===== config.mk =====
export PLATFORM = sky130hd
export DESIGN_NAME = csr_unit
export DESIGN_NICKNAME = d
export VERILOG_FILES = /design/src/rtl/csr_pkg.sv /design/src/rtl/csr_counter64.sv /design/src/rtl/csr_unit.sv
export SDC_FILE = /design/constraint.sdc
export NUM_CORES = 1
export LEC_CHECK = 0
export CAP_MARGIN = 20
export CORE_ASPECT_RATIO = 0.9
export CORE_MARGIN = 2
export CORE_UTILIZATION = 30
export DETAILED_ROUTE_END_ITERATION = 8
export PLACE_DENSITY_LB_ADDON = 0.08
export SLEW_MARGIN = 20
export SYNTH_ARGS = -nofsm -noshare
export SYNTH_HDL_FRONTEND = slang
export SYNTH_HIERARCHICAL = 1
export SYNTH_SLANG_ARGS = --single-unit

===== constraint.sdc =====
create_clock -name clk -period 5.2 [get_ports clk]
set_input_delay 0.52 -clock clk [delete_from_list [all_inputs] [get_ports clk]]
set_output_delay 0.52 -clock clk [all_outputs]
set_load 0.1 [all_outputs]

===== src/rtl/csr_pkg.sv =====
// Shared definitions for the machine-mode CSR unit: addresses, op encodings, field positions.
// No logic; constants and one pure helper function.
// Build option referenced by users of this package: CSR_COUNTERS_EN.
package csr_pkg;

    // Machine-mode CSR addresses
    localparam logic [11:0] CSR_MSTATUS   = 12'h300;
    localparam logic [11:0] CSR_MISA      = 12'h301;
    localparam logic [11:0] CSR_MIE       = 12'h304;
    localparam logic [11:0] CSR_MTVEC     = 12'h305;
    localparam logic [11:0] CSR_MSCRATCH  = 12'h340;
    localparam logic [11:0] CSR_MEPC      = 12'h341;
    localparam logic [11:0] CSR_MCAUSE    = 12'h342;
    localparam logic [11:0] CSR_MTVAL     = 12'h343;
    localparam logic [11:0] CSR_MIP       = 12'h344;
    localparam logic [11:0] CSR_MHARTID   = 12'hF14;

    // Counter addresses (only decoded when CSR_COUNTERS_EN is defined)
    localparam logic [11:0] CSR_MCYCLE    = 12'hB00;
    localparam logic [11:0] CSR_MCYCLEH   = 12'hB80;
    localparam logic [11:0] CSR_MINSTRET  = 12'hB02;
    localparam logic [11:0] CSR_MINSTRETH = 12'hB82;
    localparam logic [11:0] CSR_CYCLE     = 12'hC00;
    localparam logic [11:0] CSR_CYCLEH    = 12'hC80;
    localparam logic [11:0] CSR_INSTRET   = 12'hC02;
    localparam logic [11:0] CSR_INSTRETH  = 12'hC82;

    // csr_op encodings
    typedef enum logic [1:0] {
        CSR_OP_NONE = 2'b00,
        CSR_OP_RW   = 2'b01,
        CSR_OP_RS   = 2'b10,
        CSR_OP_RC   = 2'b11
    } csr_op_e;

    // mstatus field positions
    localparam int MSTATUS_MIE    = 3;
    localparam int MSTATUS_MPIE   = 7;
    localparam int MSTATUS_MPP_LO = 11;
    localparam int MSTATUS_MPP_HI = 12;

    // Machine interrupt codes; also the bit positions in mie/mip
    localparam int IRQ_M_SOFT  = 3;
    localparam int IRQ_M_TIMER = 7;
    localparam int IRQ_M_EXT   = 11;

    // Spread a packed {ext, timer, sw} triple onto its mie/mip bit positions
    function automatic logic [11:0] irq_expand(input logic [2:0] v);
        logic [11:0] r;
        r = '0;
        r[IRQ_M_EXT]   = v[2];
        r[IRQ_M_TIMER] = v[1];
        r[IRQ_M_SOFT]  = v[0];
        return r;
    endfunction

endpackage


===== src/rtl/csr_counter64.sv =====
// 64-bit counter with increment enable and independent low/high half write enables.
// Latency: writes and increments visible one cycle after the enabling edge.
// No backpressure; a write to either half suppresses that cycle's increment entirely.
module csr_counter64 (
    input  logic        clk,
    input  logic        rst,
    input  logic        inc,
    input  logic        wr_lo,
    input  logic        wr_hi,
    input  logic [31:0] wdata_lo,
    input  logic [31:0] wdata_hi,
    output logic [63:0] count
);

    // Written halves take the new data, unwritten halves hold (no carry); otherwise count up and wrap
    always_ff @(posedge clk or posedge rst) begin
        if (rst) begin
            count <= '0;
        end else if (wr_lo || wr_hi) begin
            if (wr_lo) count[31:0]  <= wdata_lo;
            if (wr_hi) count[63:32] <= wdata_hi;
        end else if (inc) begin
            count <= count + 64'd1;
        end
    end

endmodule


===== src/rtl/csr_unit.sv =====
// Machine-mode CSR unit: CSRRW/RS/RC, trap entry/MRET state, interrupt latching, counters.
// Latency: reads and csr_illegal combinational; writes land at the next edge; irq_req two cycles after an irq line.
// No backpressure; coincident events resolve trap > mret > CSR write. Option: CSR_COUNTERS_EN adds mcycle/minstret.
module csr_unit
    import csr_pkg::*;
#(
    parameter int              XLEN        = 32,
    parameter logic [XLEN-1:0] MTVEC_RESET = '0,
    parameter logic [XLEN-1:0] HART_ID     = '0
) (
    input  logic            clk,
    input  logic            rst,
    input  logic            csr_valid,
    input  logic [1:0]      csr_op,
    input  logic [11:0]     csr_addr,
    input  logic [XLEN-1:0] csr_wdata,
    output logic [XLEN-1:0] csr_rdata,
    output logic            csr_illegal,
    input  logic            trap_valid,
    input  logic [XLEN-1:0] trap_cause,
    input  logic [XLEN-1:0] trap_pc,
    input  logic [XLEN-1:0] trap_tval,
    input  logic            mret_valid,
    input  logic            instret,
    input  logic            irq_ext,
    input  logic            irq_timer,
    input  logic            irq_sw,
    output logic            irq_req,
    output logic [XLEN-1:0] trap_target,
    output logic [XLEN-1:0] mepc_out
);

    localparam bit IS32 = (XLEN == 32);

    // Architectural state; mie/mip kept packed as {ext, timer, sw}
    logic            mie_bit;
    logic            mpie_bit;
    logic [2:0]      mie_q;
    logic [2:0]      mip_q;
    logic [XLEN-1:2] mtvec_base;
    logic            mtvec_vec;
    logic [XLEN-1:0] mscratch_q;
    logic [XLEN-1:2] mepc_q;
    logic [XLEN-1:0] mcause_q;
    logic [XLEN-1:0] mtval_q;
    logic            irq_req_q;

    csr_op_e         op;
    logic [XLEN-1:0] old_val;
    logic [XLEN-1:0] new_val;
    logic            impl;
    logic            ro;
    logic            wr_req;
    logic            wr_en;

    assign op = csr_op_e'(csr_op);

`ifdef CSR_COUNTERS_EN
    logic [63:0] cyc_cnt;
    logic [63:0] ins_cnt;
    logic        cyc_wr_lo;
    logic        cyc_wr_hi;
    logic        ins_wr_lo;
    logic        ins_wr_hi;

    // With XLEN=64 the low address covers both halves; with XLEN=32 the H addresses cover the top half
    assign cyc_wr_lo = wr_en && (csr_addr == CSR_MCYCLE);
    assign cyc_wr_hi = wr_en && (IS32 ? (csr_addr == CSR_MCYCLEH) : (csr_addr == CSR_MCYCLE));
    assign ins_wr_lo = wr_en && (csr_addr == CSR_MINSTRET);
    assign ins_wr_hi = wr_en && (IS32 ? (csr_addr == CSR_MINSTRETH) : (csr_addr == CSR_MINSTRET));

    csr_counter64 u_mcycle (
        .clk      (clk),
        .rst      (rst),
        .inc      (1'b1),
        .wr_lo    (cyc_wr_lo),
        .wr_hi    (cyc_wr_hi),
        .wdata_lo (new_val[31:0]),
        .wdata_hi (new_val[XLEN-1 -: 32]),
        .count    (cyc_cnt)
    );

    csr_counter64 u_minstret (
        .clk      (clk),
        .rst      (rst),
        .inc      (instret),
        .wr_lo    (ins_wr_lo),
        .wr_hi    (ins_wr_hi),
        .wdata_lo (new_val[31:0]),
        .wdata_hi (new_val[XLEN-1 -: 32]),
        .count    (ins_cnt)
    );
`else
    logic unused_instret;
    assign unused_instret = instret;
`endif

    // pc alignment bits and the cause bit shifted out by the vector scaling are never stored
    logic unused_bits;
    assign unused_bits = ^{trap_pc[1:0], trap_cause[XLEN-2]};

    // Address decode and read mux; unimplemented addresses read 0
    always_comb begin
        old_val = '0;
        impl    = 1'b1;
        case (csr_addr)
            CSR_MSTATUS: begin
                old_val[MSTATUS_MIE]                   = mie_bit;
                old_val[MSTATUS_MPIE]                  = mpie_bit;
                old_val[MSTATUS_MPP_HI:MSTATUS_MPP_LO] = 2'b11;
            end
            CSR_MISA:     old_val = '0;
            CSR_MIE:      old_val = XLEN'(irq_expand(mie_q));
            CSR_MTVEC:    old_val = {mtvec_base, 1'b0, mtvec_vec};
            CSR_MSCRATCH: old_val = mscratch_q;
            CSR_MEPC:     old_val = {mepc_q, 2'b00};
            CSR_MCAUSE:   old_val = mcause_q;
            CSR_MTVAL:    old_val = mtval_q;
            CSR_MIP:      old_val = XLEN'(irq_expand(mip_q));
            CSR_MHARTID:  old_val = HART_ID;
`ifdef CSR_COUNTERS_EN
            CSR_MCYCLE, CSR_CYCLE:     old_val = cyc_cnt[XLEN-1:0];
            CSR_MINSTRET, CSR_INSTRET: old_val = ins_cnt[XLEN-1:0];
            CSR_MCYCLEH, CSR_CYCLEH: begin
                if (IS32) old_val = XLEN'(cyc_cnt[63:32]);
                else      impl    = 1'b0;
            end
            CSR_MINSTRETH, CSR_INSTRETH: begin
                if (IS32) old_val = XLEN'(ins_cnt[63:32]);
                else      impl    = 1'b0;
            end
`endif
            default: impl = 1'b0;
        endcase
    end

    // Read-modify-write value for the addressed CSR
    always_comb begin
        new_val = old_val;
        case (op)
            CSR_OP_RW: new_val = csr_wdata;
            CSR_OP_RS: new_val = old_val | csr_wdata;
            CSR_OP_RC: new_val = old_val & ~csr_wdata;
            default:   new_val = old_val;
        endcase
    end

    // RS/RC with a zero operand are pure reads, so they are legal even on read-only CSRs
    assign ro          = (csr_addr[11:10] == 2'b11) || (csr_addr == CSR_MISA) || (csr_addr == CSR_MIP);
    assign wr_req      = (op == CSR_OP_RW) || (((op == CSR_OP_RS) || (op == CSR_OP_RC)) && (csr_wdata != '0));
    assign csr_illegal = csr_valid && (!impl || (wr_req && ro));
    assign wr_en       = csr_valid && wr_req && impl && !ro && !trap_valid && !mret_valid;
    assign csr_rdata   = csr_valid ? old_val : '0;

    // Trap entry, MRET and CSR writes, in that priority order
    always_ff @(posedge clk or posedge rst) begin
        if (rst) begin
            mie_bit    <= 1'b0;
            mpie_bit   <= 1'b0;
            mie_q      <= '0;
            mtvec_base <= MTVEC_RESET[XLEN-1:2];
            mtvec_vec  <= 1'b0;
            mscratch_q <= '0;
            mepc_q     <= '0;
            mcause_q   <= '0;
            mtval_q    <= '0;
        end else if (trap_valid) begin
            mepc_q   <= trap_pc[XLEN-1:2];
            mcause_q <= trap_cause;
            mtval_q  <= trap_tval;
            mpie_bit <= mie_bit;
            mie_bit  <= 1'b0;
        end else if (mret_valid) begin
            mie_bit  <= mpie_bit;
            mpie_bit <= 1'b1;
        end else if (wr_en) begin
            case (csr_addr)
                CSR_MSTATUS: begin
                    mie_bit  <= new_val[MSTATUS_MIE];
                    mpie_bit <= new_val[MSTATUS_MPIE];
                end
                CSR_MIE:      mie_q <= {new_val[IRQ_M_EXT], new_val[IRQ_M_TIMER], new_val[IRQ_M_SOFT]};
                CSR_MTVEC: begin
                    mtvec_base <= new_val[XLEN-1:2];
                    mtvec_vec  <= (new_val[1:0] == 2'b01);
                end
                CSR_MSCRATCH: mscratch_q <= new_val;
                CSR_MEPC:     mepc_q     <= new_val[XLEN-1:2];
                CSR_MCAUSE:   mcause_q   <= new_val;
                CSR_MTVAL:    mtval_q    <= new_val;
                default: ;
            endcase
        end
    end

    // Interrupt lines sampled into mip, then the enabled-pending request registered a cycle later
    always_ff @(posedge clk or posedge rst) begin
        if (rst) begin
            mip_q     <= '0;
            irq_req_q <= 1'b0;
        end else begin
            mip_q     <= {irq_ext, irq_timer, irq_sw};
            irq_req_q <= mie_bit && |(mie_q & mip_q);
        end
    end

    // Vectored mode offsets only interrupts; exceptions always go to the base
    always_comb begin
        trap_target = {mtvec_base, 2'b00};
        if (mtvec_vec && trap_cause[XLEN-1])
            trap_target = {mtvec_base, 2'b00} + {trap_cause[XLEN-3:0], 2'b00};
    end

    assign irq_req  = irq_req_q;
    assign mepc_out = {mepc_q, 2'b00};

endmodule


==> results.sh <==
export IMPL_grt_use_total_pct=23.25
export IMPL_portBuffers=241
export IMPL_worstHoldPathCells=1
export IMPL_period_share_pct=90.01
export IMPL_pin_count=249
export IMPL_crit_path_top_delay_cell="clkdlybuf4s50_1"
export IMPL_leakagePower_nw=6.230
export IMPL_r2r_start="mie_q[1]$_DFFE_PP0P_"
export IMPL_gp_congestion=0.8205
export IMPL_layout_commonest_cell="nand2_1"
export IMPL_hold_viol=0
export IMPL_end_kind="output pin"
export IMPL_synth_edff_count=0
export IMPL_dr_pass1_iters=5
export IMPL_cts_inserted_buffers=17
export IMPL_drt_total_wl_mm=45.70
export IMPL_ir_drop_mv=0.1640
export IMPL_grt_max_degree=108
export IMPL_design_area_mm2=0.01474
export IMPL_slew_headroom_pct=27.54
export IMPL_postCtsHoldBufs=0
export IMPL_coreArea_mm2=0.03730
export IMPL_rsz0062_at_grt="no"
export IMPL_totalPowerFinal_mw=3.472
export IMPL_synth_compound_area_share_pct=22.53
export IMPL_cp_start_kind="primary input"
export IMPL_grt_overflow_total=0
export IMPL_maxCapViolCount=0
export IMPL_die_w_um=209.2
export IMPL_layout_nets=1628
export IMPL_dpl_hpwl_mm=31.52
export IMPL_clkTransAtPathRegs_ps=70
export IMPL_synth_cell_type_count=67
export IMPL_placed_cell_area_mm2=0.01415
export IMPL_synth_simple_area_share_pct=13.99
export IMPL_ys_warn_count=6
export IMPL_drt_first_iter_violations=747
export IMPL_synth_seq_cells=166
export IMPL_num_fill_cells=3731
export IMPL_antennaDiodeCount=0
export IMPL_max_freq_ghz=0.2137
export IMPL_r2r_end="mpie_bit$_DFFE_PP0P_"
export IMPL_synth_seq_area_share_pct=36.55
export IMPL_synth_area_leaders="dfrtp_1, mux2i_1, nand2_1"
export IMPL_drive_gt1_share_pct=15.82
export IMPL_cpLargestDelayFamily="compound AO/OA/AOI/OAI gates"
export IMPL_yosysTopAreaCellShare_pct=36.55
export IMPL_clkLatencyLatePin_ps=450
export IMPL_grt_pass1_wl_mm=68.34
export IMPL_reg2reg_depth=8
export IMPL_utilization_pct=39.52
export IMPL_arrival_ps=4160
export IMPL_hold_path_class="flop to flop"
export IMPL_die_area_mm2=0.03946
export IMPL_path_class="primary input to output pin"
export IMPL_avgSynthCellArea_um2=9.128
export IMPL_synth_top_area_cell="dfrtp_1"
export IMPL_final_cell_mix="nand2_1, clkdlybuf4s50_1, dfrtp_1"
export IMPL_fp_dieH_um=188.6
export IMPL_r2r_setup_slack_ps=3340
export IMPL_vias=10560
export IMPL_crit_chain="clkdlybuf4s50_1 -> ha_1 -> inv_1 -> fa_1 -> nor2b_1 -> o2111a_1 -> nor4_1 -> buf_4 -> or3_1 -> a41oi_1 -> o211a_1 -> nor3_1 -> o31ai_1 -> buf_12"
export IMPL_netlist_area_mm2=0.01136
export IMPL_period_needed_ps=4680
export IMPL_clock_root_buffer="clkbuf_16"
export IMPL_synthXorXnorAreaFrac_pct=4.085
export IMPL_skew_ps=6.967
export IMPL_viasPerCell=5.433
export IMPL_yosys_most_used_dff="dfrtp_1"
export IMPL_min_from="mscratch_q[2]$_DFFE_PP0P_"
export IMPL_cts_tree="done"
export IMPL_cts_sinks=166
export IMPL_antenna_left=0
export IMPL_worstMarginPinSlew_ps=1084
export IMPL_cts_buffer_depth=2
export IMPL_grt_pass1_vias=10520
export IMPL_row_count=67
export IMPL_antenna_found_initial=2
export IMPL_fin_setup_tns_ps=0
export IMPL_crit_buf_inv=4
export IMPL_hold_end="mscratch_q[2]$_DFFE_PP0P_"
export IMPL_synth_mux_area_share_pct=15.38
export IMPL_synthAdderAreaFrac_pct=3.369
export IMPL_htreeDepth=4
export IMPL_setup_violations=0
export IMPL_worstPathRequired_ps=4680
export IMPL_synthCells=1245
export IMPL_slowest_delay_ps=550
export IMPL_synth_top_family_by_area="compound AO/OA/AOI/OAI gates"
export IMPL_critPathMaxFanout=4
export IMPL_status="finished, final reports clean"
export IMPL_post_route_drc_count=0
export IMPL_p_per_area_mw_per_mm2=235.5
export IMPL_start_util_pct=30.46
export IMPL_async_flop_share_pct=100.0
export IMPL_syn_to_final_growth_pct=29.71
export IMPL_post_cts_setup_buffers=0
export IMPL_slew_violations=0
export IMPL_post_cts_resized=0
export IMPL_drt_wirelength_per_cell_um=23.52
==> layer usage <==
metal  part of all wire (%)  vias up  global-route usage (%)
met4                    1.5        4                   5.549
met3                    5.5       45                   4.350
met2                     46      359                   37.06
met5                  0.055        -                       0
li1                       -     4963                       -
met1                     47     5185                   32.53
==> where the power goes <==
part	switching (mW)	internal [mW]	leakage, nW
registers	0.0535	1.36	2.14
clock network	0.577	0.743	0.284
logic	0.472	0.267	3.81
total	1.10	2.37	6.23
==> flip-flops by register name (all words and copies together) (netlist names), 3 cells and up <==
register    count
mtval_q        32
mcause_q       32
mtvec_base     30
mie_q           3
mscratch_q     32
mepc_q         30
mip_q           3
==> how the worst max path moves through the flow <==
stage                   from         endpoint  slack [ps]  cells past startpoint
2_1_floorplan  trap_cause[0]  trap_target[26]          70                     11
3_3_place_gp   trap_cause[0]  trap_target[26]         520                     14
3_5_place_dp   trap_cause[0]  trap_target[26]         520                     14
4_1_cts        trap_cause[0]  trap_target[26]         500                     14
5_1_grt        trap_cause[0]  trap_target[26]         270                     14
6_report       trap_cause[0]  trap_target[26]         520                     14
==> final cells by class <==
cell class,instances,area (um^2),area share (%)
sequential,166,4154,28.18
tap,483,604.3,4.099
timing repair buffer,268,2551,17.31
inverter,13,53.80,0.3650
clock buffer,20,466.7,3.166
clock inverter,12,127.6,0.8657
multi-input combinational,981,6784,46.02
==> stage by stage <==
step / worst slack [ps] / hold slack [ps] / std cells
2_1_floorplan: 73.53 / 458.7 / 1248
4_1_cts: 495.9 / 484.5 / 1943
5_1_grt: 271.1 / 505.5 / 1943
6_report: 519.6 / 488.5 / 1943
3_3_place_gp: 517.9 / 475.2 / 1911
3_5_place_dp: 524.1 / 480.7 / 1911
==> kinds of logic (layout without fill, tap and decap cells) <==
logic type,count (synthesis),in the layout
AOI/OAI and AO/OA,387,387
xor gates and xnor gates,53,53
adders and majority gates,30,30
buffers and inverters,101,313
DFF,166,166
muxes,166,166
other,1,4
and+or+nand+nor,341,341
==> synth_stat cells, types with 7 or more instances <==
cell type,n
nand2_1,210
a221oi_1,11
a2bb2oi_1,22
a21oi_2,23
nor2b_1,9
a211oi_1,7
buf_2,24
o31ai_1,9
o21a_1,13
nand2b_1,7
xor2_1,13
xnor2_1,40
a22oi_1,76
inv_1,13
o21ai_0,38
buf_4,14
nor2_1,40
clkbuf_1,42
buf_1,8
nand3_1,8
a21o_1,8
mux2i_1,97
ha_1,29
dfrtp_1,166
nor4_1,11
a21oi_1,81
o21ai_1,65
mux2_2,65
nor3_1,15
Power figures use the tool's default switching activity.
